--- config.mk ---
export PLATFORM = sky130hd
export DESIGN_NAME = alu_issue_unit
export DESIGN_NICKNAME = d
export VERILOG_FILES = /design/src/rtl/alu_issue_pkg.sv /design/src/rtl/alu_issue_decode.sv /design/src/rtl/alu_issue_unit.sv
export SDC_FILE = /design/constraint.sdc
export NUM_CORES = 1
export LEC_CHECK = 0
export CORE_MARGIN = 4
export CORE_UTILIZATION = 35
export CTS_CLUSTER_SIZE = 8
export DETAILED_ROUTE_END_ITERATION = 16
export HOLD_SLACK_MARGIN = 0.03
export PLACE_DENSITY_LB_ADDON = 0.25
export SYNTH_ARGS = -nofsm -noshare
export SYNTH_HDL_FRONTEND = slang
export SYNTH_HIERARCHICAL = 1
export SYNTH_SLANG_ARGS = --single-unit
export TNS_END_PERCENT = 10
--- constraint.sdc ---
create_clock -name clk -period 2.47 [get_ports clk]
set_input_delay 0.247 -clock clk [delete_from_list [all_inputs] [get_ports clk]]
set_output_delay 0.247 -clock clk [all_outputs]
set_load 0.01 [all_outputs]
--- src/rtl/alu_issue_pkg.sv ---
// Shared constants for the ALU issue unit: ALU control codes, MIPS opcode/funct
// values, FSM state encoding and the immediate-extension helper.
package alu_issue_pkg;

    localparam logic [1:0] ALU_AND = 2'b00;
    localparam logic [1:0] ALU_OR  = 2'b01;
    localparam logic [1:0] ALU_ADD = 2'b10;
    localparam logic [1:0] ALU_SUB = 2'b11;

    localparam logic [5:0] OP_RTYPE = 6'h00;
    localparam logic [5:0] OP_BEQ   = 6'h04;
    localparam logic [5:0] OP_ADDI  = 6'h08;
    localparam logic [5:0] OP_ANDI  = 6'h0C;
    localparam logic [5:0] OP_ORI   = 6'h0D;

    localparam logic [5:0] FN_ADD = 6'h20;
    localparam logic [5:0] FN_SUB = 6'h22;
    localparam logic [5:0] FN_AND = 6'h24;
    localparam logic [5:0] FN_OR  = 6'h25;
    localparam logic [5:0] FN_SLT = 6'h2A;

    typedef enum logic [1:0] {
        ST_IDLE = 2'b00,
        ST_EXEC = 2'b01,
        ST_DONE = 2'b10
    } state_t;

    typedef enum logic {
        EXT_ZERO = 1'b0,
        EXT_SIGN = 1'b1
    } ext_t;

    function automatic logic [31:0] extend_imm(input logic [15:0] imm, input ext_t mode);
        logic [31:0] ext;
        if (mode == EXT_SIGN) ext = {{16{imm[15]}}, imm};
        else                  ext = {16'h0000, imm};
        return ext;
    endfunction

endpackage

--- src/rtl/alu_issue_decode.sv ---
// Combinational MIPS decoder for the ALU issue unit.
// Build option: ALU_ISSUE_SLT_EN adds R-type slt (issued as SUB).
module alu_issue_decode
    import alu_issue_pkg::*;
(
    input  logic [31:0] Instr,
    output logic [1:0]  alu_ctrl,
    output logic        imm_sel,
    output ext_t        ext_mode,
    output logic        is_beq,
    output logic        is_slt,
    output logic        illegal
);

    logic [5:0] opcode;
    logic [5:0] funct;
    logic       unused_fields;

    assign opcode = Instr[31:26];
    assign funct  = Instr[5:0];

    // Register-number and immediate fields are not needed to pick the operation.
    assign unused_fields = ^Instr[25:6];

    always_comb begin
        alu_ctrl = ALU_ADD;
        imm_sel  = 1'b0;
        ext_mode = EXT_ZERO;
        is_beq   = 1'b0;
        is_slt   = 1'b0;
        illegal  = 1'b0;
        case (opcode)
            OP_RTYPE: begin
                case (funct)
                    FN_ADD: alu_ctrl = ALU_ADD;
                    FN_SUB: alu_ctrl = ALU_SUB;
                    FN_AND: alu_ctrl = ALU_AND;
                    FN_OR:  alu_ctrl = ALU_OR;
`ifdef ALU_ISSUE_SLT_EN
                    FN_SLT: begin
                        alu_ctrl = ALU_SUB;
                        is_slt   = 1'b1;
                    end
`endif
                    default: illegal = 1'b1;
                endcase
            end
            OP_ADDI: begin
                alu_ctrl = ALU_ADD;
                imm_sel  = 1'b1;
                ext_mode = EXT_SIGN;
            end
            OP_ANDI: begin
                alu_ctrl = ALU_AND;
                imm_sel  = 1'b1;
            end
            OP_ORI: begin
                alu_ctrl = ALU_OR;
                imm_sel  = 1'b1;
            end
            OP_BEQ: begin
                alu_ctrl = ALU_SUB;
                is_beq   = 1'b1;
            end
            default: illegal = 1'b1;
        endcase
    end

endmodule

--- src/rtl/alu_issue_unit.sv ---
// Single-issue front end for an external combinational ALU: decodes one MIPS
// instruction, drives registered operands, captures the result. Option: ALU_ISSUE_SLT_EN.
//
// state   | meaning
// --------+-----------------------------------------------------------
// ST_IDLE | ready for an instruction (only state with InstrReady=1)
// ST_EXEC | operands on the ALU for one cycle; result captured at exit
// ST_DONE | ResultValid=1, outputs frozen until ResultReady
module alu_issue_unit
    import alu_issue_pkg::*;
#(
    parameter int DATA_W = 32
) (
    input  logic              clk,
    input  logic              rst_n,
    input  logic              InstrValid,
    output logic              InstrReady,
    input  logic [31:0]       Instr,
    input  logic [DATA_W-1:0] RsData,
    input  logic [DATA_W-1:0] RtData,
    output logic [DATA_W-1:0] Operand1,
    output logic [DATA_W-1:0] Operand2,
    output logic [1:0]        ALUControl,
    input  logic [DATA_W-1:0] ALUResult,
    input  logic              Zero,
    output logic              ResultValid,
    input  logic              ResultReady,
    output logic [DATA_W-1:0] Result,
    output logic              BranchTaken,
    output logic              IllegalOp
);

    state_t state_q, state_d;

    logic [1:0]        dec_alu_ctrl;
    logic              dec_imm_sel;
    ext_t              dec_ext_mode;
    logic              dec_is_beq;
    logic              dec_is_slt;
    logic              dec_illegal;
    logic              accept;
    logic              beq_q;
    logic              slt_q;
    logic              ovf;
    logic [DATA_W-1:0] op2_sel;
    logic [DATA_W-1:0] slt_result;

    alu_issue_decode u_decode (
        .Instr    (Instr),
        .alu_ctrl (dec_alu_ctrl),
        .imm_sel  (dec_imm_sel),
        .ext_mode (dec_ext_mode),
        .is_beq   (dec_is_beq),
        .is_slt   (dec_is_slt),
        .illegal  (dec_illegal)
    );

    assign op2_sel = dec_imm_sel ? extend_imm(Instr[15:0], dec_ext_mode) : RtData;
    assign accept  = InstrValid && InstrReady;

    // Signed less-than from the SUB result, corrected for two's-complement overflow.
    assign ovf        = (Operand1[DATA_W-1] != Operand2[DATA_W-1]) &&
                        (ALUResult[DATA_W-1] != Operand1[DATA_W-1]);
    assign slt_result = {{(DATA_W-1){1'b0}}, ALUResult[DATA_W-1] ^ ovf};

    always_comb begin
        state_d     = state_q;
        InstrReady  = 1'b0;
        ResultValid = 1'b0;
        case (state_q)
            ST_IDLE: begin
                InstrReady = 1'b1;
                if (InstrValid) state_d = dec_illegal ? ST_DONE : ST_EXEC;
            end
            ST_EXEC: state_d = ST_DONE;
            ST_DONE: begin
                ResultValid = 1'b1;
                if (ResultReady) state_d = ST_IDLE;
            end
            default: state_d = ST_IDLE;
        endcase
    end

    always_ff @(posedge clk) begin
        if (!rst_n) begin
            state_q     <= ST_IDLE;
            Operand1    <= '0;
            Operand2    <= '0;
            ALUControl  <= ALU_AND;
            Result      <= '0;
            BranchTaken <= 1'b0;
            IllegalOp   <= 1'b0;
            beq_q       <= 1'b0;
            slt_q       <= 1'b0;
        end else begin
            state_q <= state_d;
            if (accept) begin
                if (dec_illegal) begin
                    // ALU-facing registers keep the last issued operation.
                    Result      <= '0;
                    BranchTaken <= 1'b0;
                    IllegalOp   <= 1'b1;
                end else begin
                    Operand1   <= RsData;
                    Operand2   <= op2_sel;
                    ALUControl <= dec_alu_ctrl;
                    beq_q      <= dec_is_beq;
                    slt_q      <= dec_is_slt;
                end
            end
            if (state_q == ST_EXEC) begin
                Result      <= slt_q ? slt_result : ALUResult;
                BranchTaken <= beq_q && Zero;
                IllegalOp   <= 1'b0;
            end
        end
    end

endmodule

* Word-level counts from Yosys, hierarchy flattened
Index checks and enable logic that the tools add are counted.
** Storage, ports and cells
- Bits of input ports :: 133
- Register bits :: 103
- Output and inout bits :: 102
** Operators by class
- Multiplexer cells :: 21
- Reduce and logical (&&, ||, !) cells :: 14
- Bitwise operators :: 2
- Equality and inequality tests :: 12
** Operators with widths (number)
- $mux 32 :: 5
- $eq 6x6->1 const B :: 4
- $eq 6x4->1 const B :: 3
- $pmux 2 s3 :: 2
- $mux 1 :: 9
- $pmux 2 s4 :: 1
- $reduce_and 2->1 :: 4
- $reduce_or 4->1 :: 2
- $eq 6x3->1 const B :: 1
- $logic_not 6->1 :: 1
- $mux 2 :: 3
- $ne 2x2->1 const B :: 2
- $reduce_bool 2->1 :: 2
- $reduce_or 3->1 :: 1
- $eq 2x1->1 const B :: 1
- $eq 2x2->1 const B :: 1
- $logic_and 1x1->1 :: 2
- $logic_not 2->1 :: 1
- $not 1->1 :: 2
- $pmux 1 s2 :: 1
- $reduce_or 2->1 :: 1

* Logic depth before layout (Yosys ltp)
Gate-level depths: netlist of the first run.
- Depth in word-level cells :: 7
- Depth in mapped cells :: 9
- Mapped depth without buffers :: 7

* Cells and area by module
The synthesis of the first run kept the hierarchy.
** Modules (own cells, without submodules)
- alu_issue_unit :: area each 3971.3 sq um, seq. area each 2082.0 sq um, instances 1, cells each 431
- alu_issue_decode :: area each 151.4 sq um, seq. area each 0.0 sq um, instances 1, cells each 24

* Least setup slack after synthesis of the first run
OpenSTA, ideal clock, no wires.
- Path type :: input-to-reg
- Start :: input port Instr[27]
- End :: register Operand2[21]
- Setup slack :: 587 ps
- Stages :: 7
- Arrival :: 1767 ps
- Buffers on the path :: 1
- Cell sequence :: or3_4 a211o_1 nor4b_4 nand2_1 clkbuf_1 a21oi_1 nor2_1
** On the way
- Longest elaborated chain between the ends :: 5
- Elaborated cells on any way between the ends :: 14
** Ends and longest elaborated chain
- start: declaration :: RTL line alu_issue_unit.sv:18 : input logic [31:0] Instr,
- $eq 6x4->1 or $eq 6x3->1 (tied branches) :: RTL line alu_issue_decode.sv:32 : case (opcode)
- $reduce_or 4->1 (no line)
- $pmux 1 s2 * :: RTL line alu_issue_decode.sv:32
- via dec_illegal :: RTL line alu_issue_unit.sv:40 : logic dec_illegal;
- $not 1->1 (no line) *
- $reduce_and 2->1 (no line) *
- end signal: assignment :: RTL line alu_issue_unit.sv:105 : Operand2 <= op2_sel;
- end: declaration :: RTL line alu_issue_unit.sv:22 : output logic [DATA_W-1:0] Operand2,
The timed path passes the listed nets; every way through them passes the cells marked *.
A chain may end at the register's enable or synchronous reset.

* Worst setup path in the final report of the first run
- Start :: input port Instr[5]
- End :: register Operand2[21]
** On the way
- Longest elaborated chain between the ends :: 6
- Elaborated cells on any way between the ends :: 9
** Ends and longest elaborated chain
- $eq 6x6->1 :: RTL line alu_issue_decode.sv:34 : case (funct)
- $reduce_or 4->1 (no line) *
- $mux 1 * :: RTL line alu_issue_decode.sv:34
- $pmux 1 s2 * :: RTL line alu_issue_decode.sv:32
- via dec_illegal :: RTL line alu_issue_unit.sv:40
- $not 1->1 (no line) *
- $reduce_and 2->1 (no line) *
Marks and branches as above.

==> flow_summary.ini, run 1 <==
[outcome]
status = finished, final reports clean

[sta]
hold_ws_ns = 0.456
min_period_over_period_pct = 87.7
worst_slew_pin_slew_ns = 0.503
slew_viol_final = 0
fmax_mhz = 462
slew_headroom_pct = 66.4
fin_skew_ns = 0.00747
rsz0062_at_grt = no
finalCriticalPeriod_ns = 2.17
hold_violations = 0
setup-tns-final_ns = 0
setup_violations = 0

[drt]
wl_mm = 12.2
wl_per_cell_um = 15.0
ant_nets = 0
route.detailed.drc = 0
dr.first_iter.drc_count = 169
drt_pass1_iterations = 5
via_per_inst = 4.85
via_count = 3964

[synthesis]
synthArstFlopShare_pct = 0
synth_compound_area_share_pct = 21.9
seq_area_frac_synth_pct = 50.5
synth_fa_ha_area_share_pct = 0.243
yosys_register_bits = 104
synth_ff_type = dfxtp_1
syn_area_um2 = 4120
synth-edff-count = 0
yosys_warnings = 6
synthSimpleGateAreaFrac_pct = 18.7
synth_nets = 588
syn_area_per_cell_um2 = 9.06
synth_top_family_by_area = compound AO/OA/AOI/OAI gates
yosysUniqueCellTypes = 34
synth_mux_area_share_pct = 4.37
synthXorXnorAreaFrac_pct = 0
synthCells = 455

[final_layout]
area_growth_pct = 67.8
drive_gt1_share_pct = 5.33
post-route-util_pct = 60.3
final_cell_mix = clkdlybuf4s50_1 (223), dfxtp_1 (104), nand2_1 (95)
nets = 804
stdcell_count = 818
diodes = 0
layout_commonest_cell = clkdlybuf4s50_1

[setup_path]
r2r_end = Operand2[21]$_SDFFE_PN0P_
crit_chain = clkdlybuf4s50_1 -> nor3b_2 -> a211oi_1 -> a211o_1 -> nor4b_4 -> nand2_1 -> buf_12 -> a21oi_1 -> nor2_1
critPathCaptureType = flop
startpoint_type = primary input
max_stage_delay_ns = 0.47
cp_num_buf_inv = 2
r2r-start = state_q[0]$_SDFFE_PN0P_
crit_start = Instr[5]
critPathMaxFanout = 16
required_ns = 2.70
arrival_ns = 2.39
cp_slowest_cell = clkdlybuf4s50_1
crit_end = Operand2[21]$_SDFFE_PN0P_
r2r_cells = 5
cpLargestDelayFamily = simple AND/OR/NAND/NOR gates
reg2reg_slack_ns = 0.95
crit_cells = 9
crit_type = in -> reg

[power]
combinationalPowerShare_pct = 10.7
switching_share_pct = 19.7
clkPwrFrac_pct = 44.8
powerDensity_nw_per_um2 = 555
seqPwrFrac_pct = 44.6
p_leak_nw = 2.59
p_int_mw = 3.08
ir_worst_vdd_uv = 356
switchingPower_uw = 756

[grt]
antenna_found_initial = 0
grt_max_degree = 106
grt_pass1_vias = 4000
grt-ovfl-total = 0
track_usage_pct = 17.6
grt_pass1_wl_mm = 19.3

[floorplan]
rows = 39
initial_core_util_pct = 36.0
die_w_um = 117
die_y_um = 117
core_region_area_um2 = 11500
dieArea_um2 = 13600
io_pins = 235

[hold_path]
min-delay-path-class = reg -> reg
hold_path_startpoint = ALUControl[1]$_SDFFE_PN0P_

[cts]
cts_root_buf = clkbuf_16
cts_tree = yes
cts-buffers-inserted = 9
cts_buffer_depth = 2
clkTransAtPathRegs_ns = 0.07
ctsHoldBuffers = 0
htreeDepth = 3
clock_sinks = 104
cts_setup_buffers = 0
ctsResizeCount = 0
clock_latency_ns = 0.33

[placed_design]
dpl.hpwl_mm = 8.95
dpl.cell_count = 803
portBuffers = 224
place.gp.congestion = 0.759

[flow_run]
max_cap_viol_count = 0
routing by layer:
| layer | vias up | share of wire [%] | GRT usage [%] | routed length [um] |
|---|---|---|---|---|
| li1 | 1989 | - | - | - |
| met1 | 1819 | 40 | 20.4 | 4910 |
| met2 | 139 | 50 | 30.5 | 6080 |
| met3 | 17 | 8.8 | 5.75 | 1080 |
| met4 | 0 | 1.4 | 6.50 | 176 |
| met5 | - | 0 | 0 | 0 |
cell type report:
cell class | instances | area, um^2
fill | 990 | 4550
multi-input combinational | 313 | 1870
inverter | 4 | 15.0
sequential | 104 | 2080
tap | 143 | 179
clock inverter | 5 | 129
timing repair buffer | 239 | 2400
clock buffer | 10 | 239
state kept, by name, summed over array words and instances, names as in the netlist:
| name | cells |
|---|---|
| Operand1 | 32 |
| Operand2 | 32 |
| Result | 32 |
| IllegalOp | 1 |
| ALUControl | 2 |
| slt_q | 1 |
| state_q | 2 |
| BranchTaken | 1 |
| beq_q | 1 |
kinds of logic after synthesis:
| family | after synthesis |
|---|---|
| other | 1 |
| flip-flops | 104 |
| adder cells (fa/ha/maj) | 1 |
| buffers and inverters | 38 |
| multiplexers | 18 |
| AO/OA/AOI/OAI | 126 |
| AND/OR/NAND/NOR | 167 |
power groups by stage:
stage | Sequential (mW) | Combinational, mW | Clock (mW)
6_report | 1.71 | 0.409 | 1.72
5_1_grt | 1.71 | 0.441 | 1.84
4_1_cts | 1.71 | 0.412 | 1.76
3_5_place_dp | 1.75 | 0.410 | 0
3_3_place_gp | 1.75 | 0.404 | 0
2_1_floorplan | 1.76 | 0.114 | 0
worst min-delay path by stage:
| stage | endpoint | slack [ns] | cells past startpoint |
|---|---|---|---|
| 2_1_floorplan | Operand1[25]$_SDFFE_PN0P_ | 0.38 | 2 |
| 3_3_place_gp | Operand1[25]$_SDFFE_PN0P_ | 0.44 | 2 |
| 3_5_place_dp | Operand1[26]$_SDFFE_PN0P_ | 0.45 | 2 |
| 4_1_cts | Operand2[8]$_SDFFE_PN0P_ | 0.44 | 3 |
| 5_1_grt | Operand1[27]$_SDFFE_PN0P_ | 0.47 | 3 |
| 6_report | ALUControl[1]$_SDFFE_PN0P_ | 0.46 | 2 |
Yosys cell counts (all sizes together) (4+ instances only):
cell | number | share of area, %
dfxtp | 104 | 51
nand2 | 95 | 8.6
a21boi | 37 | 6.7
nand3 | 4 | 0.49
a22oi | 31 | 5.6
o21ai | 17 | 2.1
clkbuf | 19 | 1.7
inv | 4 | 0.36
buf | 15 | 2.1
nor2b | 33 | 5.0
nor2 | 24 | 2.2
o211a | 16 | 3.9
a21oi | 17 | 2.1
mux2i | 18 | 4.4
worst min-delay path, stage by stage, from the launching register on:
cell      delay, ns
dfxtp_1        0.31
nand2_1        0.05
a21boi_1       0.05
through the flow:
stage	worst slack (ns)	instance area, um^2	total power, mW
after global routing	0.0690	6920	3.99
after CTS	0.307	6920	3.89
final	0.304	6920	3.84
after floorplan	0.587	4120	1.87
after detailed placement	-0.0498	6550	2.16
after global placement	0.0275	6550	2.15
(Power assumes the default switching activity.)
==> run 2, diff against run 1 <==
--- a/config.mk
+++ b/config.mk
@@ -5,8 +5,10 @@
 export SDC_FILE = /design/constraint.sdc
 export NUM_CORES = 1
 export LEC_CHECK = 0
+export CELL_PAD_IN_SITES_DETAIL_PLACEMENT = 2
+export CELL_PAD_IN_SITES_GLOBAL_PLACEMENT = 2
 export CORE_MARGIN = 4
-export CORE_UTILIZATION = 35
+export CORE_UTILIZATION = 21
 export CTS_CLUSTER_SIZE = 8
 export DETAILED_ROUTE_END_ITERATION = 16
 export HOLD_SLACK_MARGIN = 0.03
==> run 2 against run 1 <==
  * First-iteration DRC count fell by 6.5%
  * Clock power fell by 20%
  * Power fell by 8.4%
  * Critical path depth rose by 1
  * Critical endpoint is now Operand2[18]$_SDFFE_PN0P_
  * Critical path type unchanged
  * Largest cell class unchanged
==> flow_summary.ini, run 2 (synthesis results as in run 1) <==
[sta]
worst_slew_pin_slew_ns = 0.584
slew_viol_final = 0
setup_violations = 0
rsz0062_at_grt = no
fin_skew_ns = 0.00876
hold_violations = 0
fmax_mhz = 466
min_period_over_period_pct = 86.8
finalCriticalPeriod_ns = 2.14
slew_headroom_pct = 61.1
final.setup.worst_slack_ns = 0.326
hold_ws_ns = 0.424

[hold_path]
hold_end = IllegalOp$_SDFFE_PP0P_
hold_path_startpoint = rst_n
min_path_cells = 3
min-delay-path-class = in -> reg

[setup_path]
startpoint_type = primary input
arrival_ns = 2.38
critPathMaxFanout = 15
r2r-start = state_q[1]$_SDFFE_PN0P_
r2r_cells = 6
reg2reg_slack_ns = 1.01
required_ns = 2.71
crit_type = in -> reg
crit_start = Instr[3]
r2r_end = Operand2[18]$_SDFFE_PN0P_
critPathCaptureType = flop

[cts]
clock_latency_ns = 0.35
ctsHoldBuffers = 0
cts_root_buf = clkbuf_16
cts_tree = yes
clock_sinks = 104
cts_buffer_depth = 2
cts_setup_buffers = 0
htreeDepth = 3
cts-buffers-inserted = 9
ctsResizeCount = 0
clkTransAtPathRegs_ns = 0.07

[drt]
drt_pass1_iterations = 4
dr.first_iter.drc_count = 158
wl_mm = 16.3
wl_per_cell_um = 17.3
ant_nets = 0
route.detailed.drc = 0
via_count = 4088
via_per_inst = 4.35

[flow_run]
max_cap_viol_count = 0

[grt]
grt_max_degree = 45
grt_pass1_vias = 4642
grt-ovfl-total = 0
antenna_found_initial = 0
grt_pass1_wl_mm = 26.0
track_usage_pct = 14.9

[floorplan]
core_region_area_um2 = 19000
die_y_um = 148
rows = 50
io_pins = 235
initial_core_util_pct = 21.7
die_w_um = 148
dieArea_um2 = 21900

[final_layout]
largest_registers = Operand1 x32, Operand2 x32, Result x32
stdcell_area_um2 = 7020
drive_gt1_share_pct = 5.74
num-fill-cells = 2097
final_cell_mix = clkdlybuf4s50_1 (223), dfxtp_1 (104), nand2_1 (95)
area_growth_pct = 70.2
nets = 807
diodes = 0
layout_commonest_cell = clkdlybuf4s50_1
post-route-util_pct = 36.9

[power]
p_leak_nw = 2.57
powerDensity_nw_per_um2 = 501
ir_worst_vdd_uv = 282

[outcome]
status = finished, final reports clean

[placed_design]
dpl.hpwl_mm = 12.4
place.gp.congestion = 0.713
portBuffers = 224
placed_area_um2 = 6740
place_ws_ns = -0.0714
-- run 2: changes by cell type in the layout (fill, tap and decap cells not counted) --
cell	change
inv_6	+2
clkbuf_8	-1
clkbuf_1	+1
bufinv_16	-4
buf_4	+1
clkinv_2	+2
clkinvlp_4	+1
buf_12	+2
-- run 2: cell type report --
| class | instances | area, um^2 | area share (%) |
|---|---|---|---|
| inverters | 4 | 15.0 | 0.214 |
| clock inverters | 6 | 43.8 | 0.624 |
| repair buffers | 242 | 2450 | 34.9 |
| flip-flops and latches | 104 | 2080 | 29.7 |
| clock buffers | 10 | 229 | 3.26 |
| well taps | 260 | 325 | 4.64 |
| multi-input cells | 313 | 1870 | 26.7 |
-- run 2: worst max-delay path, cell delays in order --
cell	delay, ns
clkdlybuf4s50_1	0.44
nor3b_2	0.33
a211oi_1	0.13
a211o_1	0.34
nor4b_4	0.24
buf_4	0.17
nand2_1	0.10
buf_12	0.17
a21oi_1	0.15
nor2_1	0.07
-- run 2: report_power, final --
group	internal, mW	switching (mW)
Combinational	0.274	0.154
Clock	0.692	0.685
Sequential	1.70	0.0138
-- run 2: how the worst max path moves through the flow --
stage	endpoint	slack, ns	cells after the start
3_5_place_dp	Operand2[26]$_SDFFE_PN0P_	-0.07	10
2_1_floorplan	Operand2[21]$_SDFFE_PN0P_	0.59	7
4_1_cts	Operand2[26]$_SDFFE_PN0P_	0.30	10
3_3_place_gp	Operand2[27]$_SDFFE_PN0P_	0.02	10
5_1_grt	Operand2[25]$_SDFFE_PN0P_	0.18	10
6_report	Operand2[18]$_SDFFE_PN0P_	0.33	10
-- run 2: metrics by stage --
step | std cells | TNS (ns) | power (mW)
6_report | 939 | 0 | 3.52
5_1_grt | 939 | 0 | 3.69
4_1_cts | 939 | 0 | 3.60
3_5_place_dp | 923 | -0.355 | 2.19
3_3_place_gp | 923 | 0 | 2.17
2_1_floorplan | 455 | 0 | 1.87
-- run 2: metal layers --
metal / routed length [um] / up-vias / part of all wire, % / GRT usage (%)
met5: 0 / - / 0 / 0
met2: 8390 / 118 / 52 / 26.4
li1: - / 1992 / - / -
met3: 1190 / 12 / 7.3 / 5.18
met1: 6460 / 1966 / 40 / 16.8
met4: 228 / 0 / 1.4 / 4.76
